==> src/rtl/v2f_pkg.sv <==
// Shared types and helpers for the v2f sequential divider family.
package v2f_pkg;

  localparam int V2F_MAX_WIDTH = 32;

  typedef enum logic [1:0] {
    IDLE = 2'd0,
    CALC = 2'd1,
    DONE = 2'd2
  } v2f_divmod_state_t;

  // Two's-complement negate when neg is set; callers truncate to their width.
  function automatic logic [V2F_MAX_WIDTH-1:0] v2f_abs(
    input logic [V2F_MAX_WIDTH-1:0] x,
    input logic                     neg
  );
    return neg ? (~x + 1'b1) : x;
  endfunction

endpackage

==> src/rtl/v2f_divmod_step.sv <==
// One restoring-division iteration: shift in a dividend bit, subtract if it fits.
module v2f_divmod_step #(
  parameter int WIDTH = 32
) (
  input  logic [WIDTH:0]   rem_i,
  input  logic [WIDTH-1:0] div_i,
  input  logic             bit_i,
  output logic [WIDTH:0]   rem_o,
  output logic             q_o
);

  logic [WIDTH+1:0] shifted;
  logic [WIDTH+1:0] div_ext;

  // Compare at WIDTH+2 bits so the full partial remainder participates.
  always_comb begin
    shifted = {rem_i, bit_i};
    div_ext = {2'b00, div_i};
    q_o     = (shifted >= div_ext);
    rem_o   = q_o ? (WIDTH+1)'(shifted - div_ext) : shifted[WIDTH:0];
  end

endmodule

==> src/rtl/v2f_seq_divmod.sv <==
// Multi-cycle restoring divider, quotient and remainder truncated toward zero.
// Optional ABORT input enabled by defining V2F_DIVMOD_ABORT_EN.
//
// state | meaning
// IDLE  | ready for operands
// CALC  | zero-divisor check, WIDTH restoring steps, then sign correction
// DONE  | result valid, held until consumer handshake
module v2f_seq_divmod
  import v2f_pkg::*;
#(
  parameter int WIDTH  = 32,
  parameter bit SIGNED = 1'b0
) (
  input  logic             CLK,
  input  logic             ARST_N,
  input  logic             IN_VALID,
  output logic             IN_READY,
  input  logic [WIDTH-1:0] A,
  input  logic [WIDTH-1:0] B,
  output logic             OUT_VALID,
  input  logic             OUT_READY,
  output logic [WIDTH-1:0] Q,
  output logic [WIDTH-1:0] R,
  output logic             DZ
`ifdef V2F_DIVMOD_ABORT_EN
  ,
  input  logic             ABORT
`endif
);

  localparam int CW = $clog2(WIDTH);

  v2f_divmod_state_t state_q, state_d;
  logic [CW-1:0]     cnt_q, cnt_d;
  logic              fin_q, fin_d;
  logic [WIDTH-1:0]  dvd_q, dvd_d;  // dividend bits shift out, quotient bits shift in
  logic [WIDTH-1:0]  dvs_q, dvs_d;
  logic [WIDTH:0]    rem_q, rem_d;
  logic              qneg_q, qneg_d;
  logic              rneg_q, rneg_d;
  logic [WIDTH-1:0]  q_q, q_d;
  logic [WIDTH-1:0]  r_q, r_d;
  logic              dz_q, dz_d;

  logic              abort_w;
  logic              sa, sb;
  logic [WIDTH:0]    step_rem;
  logic              step_q;

`ifdef V2F_DIVMOD_ABORT_EN
  assign abort_w = ABORT;
`else
  assign abort_w = 1'b0;
`endif

  assign sa = SIGNED ? A[WIDTH-1] : 1'b0;
  assign sb = SIGNED ? B[WIDTH-1] : 1'b0;

  v2f_divmod_step #(.WIDTH(WIDTH)) u_step (
    .rem_i (rem_q),
    .div_i (dvs_q),
    .bit_i (dvd_q[WIDTH-1]),
    .rem_o (step_rem),
    .q_o   (step_q)
  );

  // Next-state and datapath update; the zero-divisor test uses the latched
  // divisor so results always come from registered operands.
  always_comb begin
    state_d = state_q;
    cnt_d   = cnt_q;
    fin_d   = fin_q;
    dvd_d   = dvd_q;
    dvs_d   = dvs_q;
    rem_d   = rem_q;
    qneg_d  = qneg_q;
    rneg_d  = rneg_q;
    q_d     = q_q;
    r_d     = r_q;
    dz_d    = dz_q;
    case (state_q)
      IDLE: begin
        if (IN_VALID) begin
          dvd_d   = WIDTH'(v2f_abs(V2F_MAX_WIDTH'(A), sa));
          dvs_d   = WIDTH'(v2f_abs(V2F_MAX_WIDTH'(B), sb));
          qneg_d  = sa ^ sb;
          rneg_d  = sa;
          rem_d   = '0;
          cnt_d   = CW'(WIDTH - 1);
          fin_d   = 1'b0;
          state_d = CALC;
        end
      end
      CALC: begin
        if (abort_w) begin
          state_d = IDLE;
        end else if (dvs_q == '0) begin
          q_d     = '0;
          r_d     = '0;
          dz_d    = 1'b1;
          state_d = DONE;
        end else if (fin_q) begin
          q_d     = WIDTH'(v2f_abs(V2F_MAX_WIDTH'(dvd_q), qneg_q));
          r_d     = WIDTH'(v2f_abs(V2F_MAX_WIDTH'(rem_q[WIDTH-1:0]), rneg_q));
          dz_d    = 1'b0;
          state_d = DONE;
        end else begin
          rem_d = step_rem;
          dvd_d = {dvd_q[WIDTH-2:0], step_q};
          if (cnt_q == '0) fin_d = 1'b1;
          else             cnt_d = cnt_q - 1'b1;
        end
      end
      DONE: begin
        if (abort_w || OUT_READY) state_d = IDLE;
      end
      default: state_d = IDLE;
    endcase
  end

  // State and datapath registers.
  always_ff @(posedge CLK or negedge ARST_N) begin
    if (!ARST_N) begin
      state_q <= IDLE;
      cnt_q   <= '0;
      fin_q   <= 1'b0;
      dvd_q   <= '0;
      dvs_q   <= '0;
      rem_q   <= '0;
      qneg_q  <= 1'b0;
      rneg_q  <= 1'b0;
      q_q     <= '0;
      r_q     <= '0;
      dz_q    <= 1'b0;
    end else begin
      state_q <= state_d;
      cnt_q   <= cnt_d;
      fin_q   <= fin_d;
      dvd_q   <= dvd_d;
      dvs_q   <= dvs_d;
      rem_q   <= rem_d;
      qneg_q  <= qneg_d;
      rneg_q  <= rneg_d;
      q_q     <= q_d;
      r_q     <= r_d;
      dz_q    <= dz_d;
    end
  end

  assign IN_READY  = (state_q == IDLE);
  assign OUT_VALID = (state_q == DONE);
  assign Q         = q_q;
  assign R         = r_q;
  assign DZ        = dz_q;

endmodule
==> config.mk <==
export PLATFORM = sky130hd
export DESIGN_NAME = v2f_seq_divmod
export DESIGN_NICKNAME = d
export VERILOG_FILES = /design/src/rtl/v2f_pkg.sv /design/src/rtl/v2f_divmod_step.sv /design/src/rtl/v2f_seq_divmod.sv
export SDC_FILE = /design/constraint.sdc
export NUM_CORES = 1
export LEC_CHECK = 0
export CAP_MARGIN = 20
export CORE_MARGIN = 1
export CORE_UTILIZATION = 50
export CTS_BUF_LIST = sky130_fd_sc_hd__clkbuf_8 sky130_fd_sc_hd__clkbuf_16
export CTS_CLUSTER_DIAMETER = 150
export DETAILED_ROUTE_END_ITERATION = 10
export PLACE_DENSITY = 0.75
export SLEW_MARGIN = 25
export SYNTH_ARGS = -nofsm -noshare
export SYNTH_HDL_FRONTEND = slang
export SYNTH_HIERARCHICAL = 1
export SYNTH_SLANG_ARGS = --single-unit
==> constraint.sdc <==
create_clock -name CLK -period 7.94 [get_ports CLK]
set_clock_uncertainty 0.05 [all_clocks]
set_input_delay 1.191 -clock CLK [delete_from_list [all_inputs] [get_ports CLK]]
set_output_delay 1.191 -clock CLK [all_outputs]
set_load 0.02 [all_outputs]
==> impl_metrics.yaml <==
outcome:
  status: "finished, final reports clean"
sta:
  setup_ws_ns: 4.24
  period_minus_slack_ns: 3.70
  grt_setup_unrepaired: "false"
  finalCritPeriodShare_pct: 46.6
  fmax_mhz: 270
  tns_ns: 0
  drv_slew: 0
  worstMarginPinSlew_ns: 0.823
  finalSetupViolCount: 0
  slew_headroom_pct: 45.2
  hold_viol: 0
place:
  finalWeightedCongestion: 0.894
  pre_cts_ws_ns: 4.29
  dp_hpwl_mm: 14.3
  placed_cells: 1283
  port_buffers: 134
min_path:
  hold_class: "reg2reg"
  whs_path_depth: 1
  min_to: "Q[4]"
  hold_start: "Q[4]"
worst_setup_path:
  r2r_cells: 16
  cp_cell_sequence: "inv_1 -> ha_1 -> inv_1 -> fa_1 -> a211oi_2 -> o211a_1 -> o211ai_1 -> and2_1 -> a31oi_2 -> a31oi_4 -> buf_4 -> nand3b_1 -> or3_1 -> nand3_1 -> nand2_1 -> o21ai_0"
  r2r-start: "dvd_q[31]"
  cp_common_cell: "inv_1"
  reg2reg_setup_slack_ns: 4.24
  critPathMaxStageDelay_ns: 0.60
  path_class: "reg2reg"
  critPathTopFamily: "compound AO/OA/AOI/OAI gates"
  cp_slowest_cell: "a31oi_4"
  start_kind: "flop"
  crit_fanout: 32
  endpoint_kind: "flop"
  cp.arrival_ns: 3.99
  timing.rr.end: "rem_q[31]"
  cp.buffers_inverters: 3
  required_ns: 8.23
pwr:
  p_per_area_nw_per_um2: 542
  p_leak_nw: 5.01
  p_total_mw: 5.97
  peakVddDrop_uv: 262
route:
  drc: 0
  routed_wl_mm: 22.4
  firstDrtPassIters: 5
  via_count: 7491
  wire_per_inst_um: 17.1
  drtIter0Drc: 576
  viasPerCell: 5.70
  ant_nets: 0
cells_and_area:
  multiInputGateArea_sq_um: 4350
  area_growth_pct: 21.8
  utilization_pct: 63.0
  diodes: 0
  stdcell_count: 1314
  nFillCells: 1445
  drive_above_1_share_pct: 5.33
  layout.nets: 1179
  regArea_sq_um: 4250
synth:
  yosys-top-cells-count: "nand2_1 (172), dfrtp_1 (170), nand3_1 (73), o21ai_0 (69), a22o_1 (64)"
  yosys_warnings: 6
  netlist_area_sq_um: 9040
  synth_async_sr_flop_share_pct: 100
  ys_types: 66
  yosysSeqAreaShare_pct: 47.1
  synth_edf_count: 0
  netlist.area_leader.share_pct: 47.1
  syn_area_per_cell_sq_um: 9.26
  synth_top_cell_by_area: "dfrtp_1"
  synth-main-ff-cell: "dfrtp_1"
  ys_seq_elements: 170
  synth_cells: 976
  yosys-top-cells-area: "dfrtp_1 (47%), nand2_1 (7.1%), a22o_1 (6.2%)"
  syn_nets: 1078
  post-synth-top-count-cell: "nand2_1"
grt:
  grt_pass1_vias: 7123
  grt_pass1_wl_mm: 37.1
  grt_overflow_total: 0
  grt_antenna_before_repair: 0
  grt_use_total_pct: 25.5
  grt_max_degree: 107
clocking:
  cts_resized: 0
  htree_levels: 4
  clockBufferDepth: 2
  clk_pin_slew_ns: 0.07
  cts_tree: "built"
  postCtsHoldBufs: 0
  postCtsSetupRepairBufs: 0
  clock_latency_ns: 0.43
  cts.sinks: 170
  clockRootBuffer: "clkbuf_16"
  cts_buffers: 17
die:
  num_io_pins: 135
  start_util_pct: 51.7
  core_region_area_sq_um: 17500
  die_h_um: 136
  die_area_sq_um: 18600
  rows: 48
  die_x_um: 136
job:
  drv_cap: 0
[cell type report]
| type | count | area share [%] |
|---|---|---|
| Clock buffer | 17 | 3.86 |
| Clock inverter | 14 | 1.05 |
| Inverter | 48 | 1.64 |
| Multi-Input combinational cell | 698 | 39.5 |
| Sequential cell | 170 | 38.6 |
| Tap cell | 225 | 2.56 |
| Timing Repair Buffer | 142 | 12.8 |
[per-stage QoR]
| step | cell area, sq um | hold WS (ns) |
|---|---|---|
| 2_1_floorplan | 9040 | 0.418 |
| 3_3_place_gp | 10500 | 0.433 |
| 3_5_place_dp | 10500 | 0.431 |
| 4_1_cts | 11000 | 0.454 |
| 5_1_grt | 11000 | 0.462 |
| 6_report | 11000 | 0.447 |
[sequential cells by signal (all words and copies together) (netlist names)]
signal   cells
dvd_q       32
dvs_q       32
Q           32
fin_q        1
state_q      2
DZ           1
R           32
rem_q       33
cnt_q        5
[cells by family after synthesis]
group | share of synthesized area [%]
compound gates | 19.8
xor+xnor | 2.62
fa+ha+maj | 4.79
buf+inv | 5.26
flops | 47.1
mux | 3.79
simple gates | 16.7
[placed cells by master, fill, tap and decap left out, types with 18 or more instances in the layout]
cell,instances
nor2_1,43
o21ai_0,69
a21oi_1,51
nand2_1,171
xnor2_1,18
mux2i_1,32
inv_1,48
a22o_1,64
ha_1,33
clkdlybuf4s50_1,133
nand3_1,73
dfrtp_1,170
[power by group]
group / leakage, nW / total, mW / internal, mW / switching (mW)
registers: 2.16 / 1.62 / 1.29 / 0.336
logic: 2.59 / 3.56 / 1.50 / 2.07
clock network: 0.267 / 0.780 / 0.407 / 0.373
total: 5.01 / 5.97 / 3.19 / 2.77
[worst register-to-register path: stages, from the launching register on]
cell	delay (ns)
dfrtp_1	0.39
inv_1	0.06
ha_1	0.18
inv_1	0.06
fa_1	0.24
a211oi_2	0.11
o211a_1	0.25
o211ai_1	0.16
and2_1	0.20
a31oi_2	0.17
a31oi_4	0.60
buf_4	0.42
nand3b_1	0.10
or3_1	0.31
nand3_1	0.08
nand2_1	0.05
o21ai_0	0.17
[how the worst max path moves through the flow]
stage	start	end	cells past startpoint
2_1_floorplan	dvd_q[31]	rem_q[32]	14
3_3_place_gp	dvd_q[31]	rem_q[31]	16
3_5_place_dp	dvd_q[31]	rem_q[31]	16
4_1_cts	dvd_q[31]	rem_q[31]	16
5_1_grt	dvd_q[31]	rem_q[31]	16
6_report	dvd_q[31]	rem_q[31]	16
[metal layers]
layer  vias to the layer above  share of wire, %  global-route usage (%)
li1                       3635                 -                       -
met1                      3632                49                    37.8
met2                       210                45                    38.3
met3                        14               4.7                    4.55
met4                         0               1.1                    6.36
met5                         -                 0                       0
No activity file was read; power rests on OpenSTA's default activity.
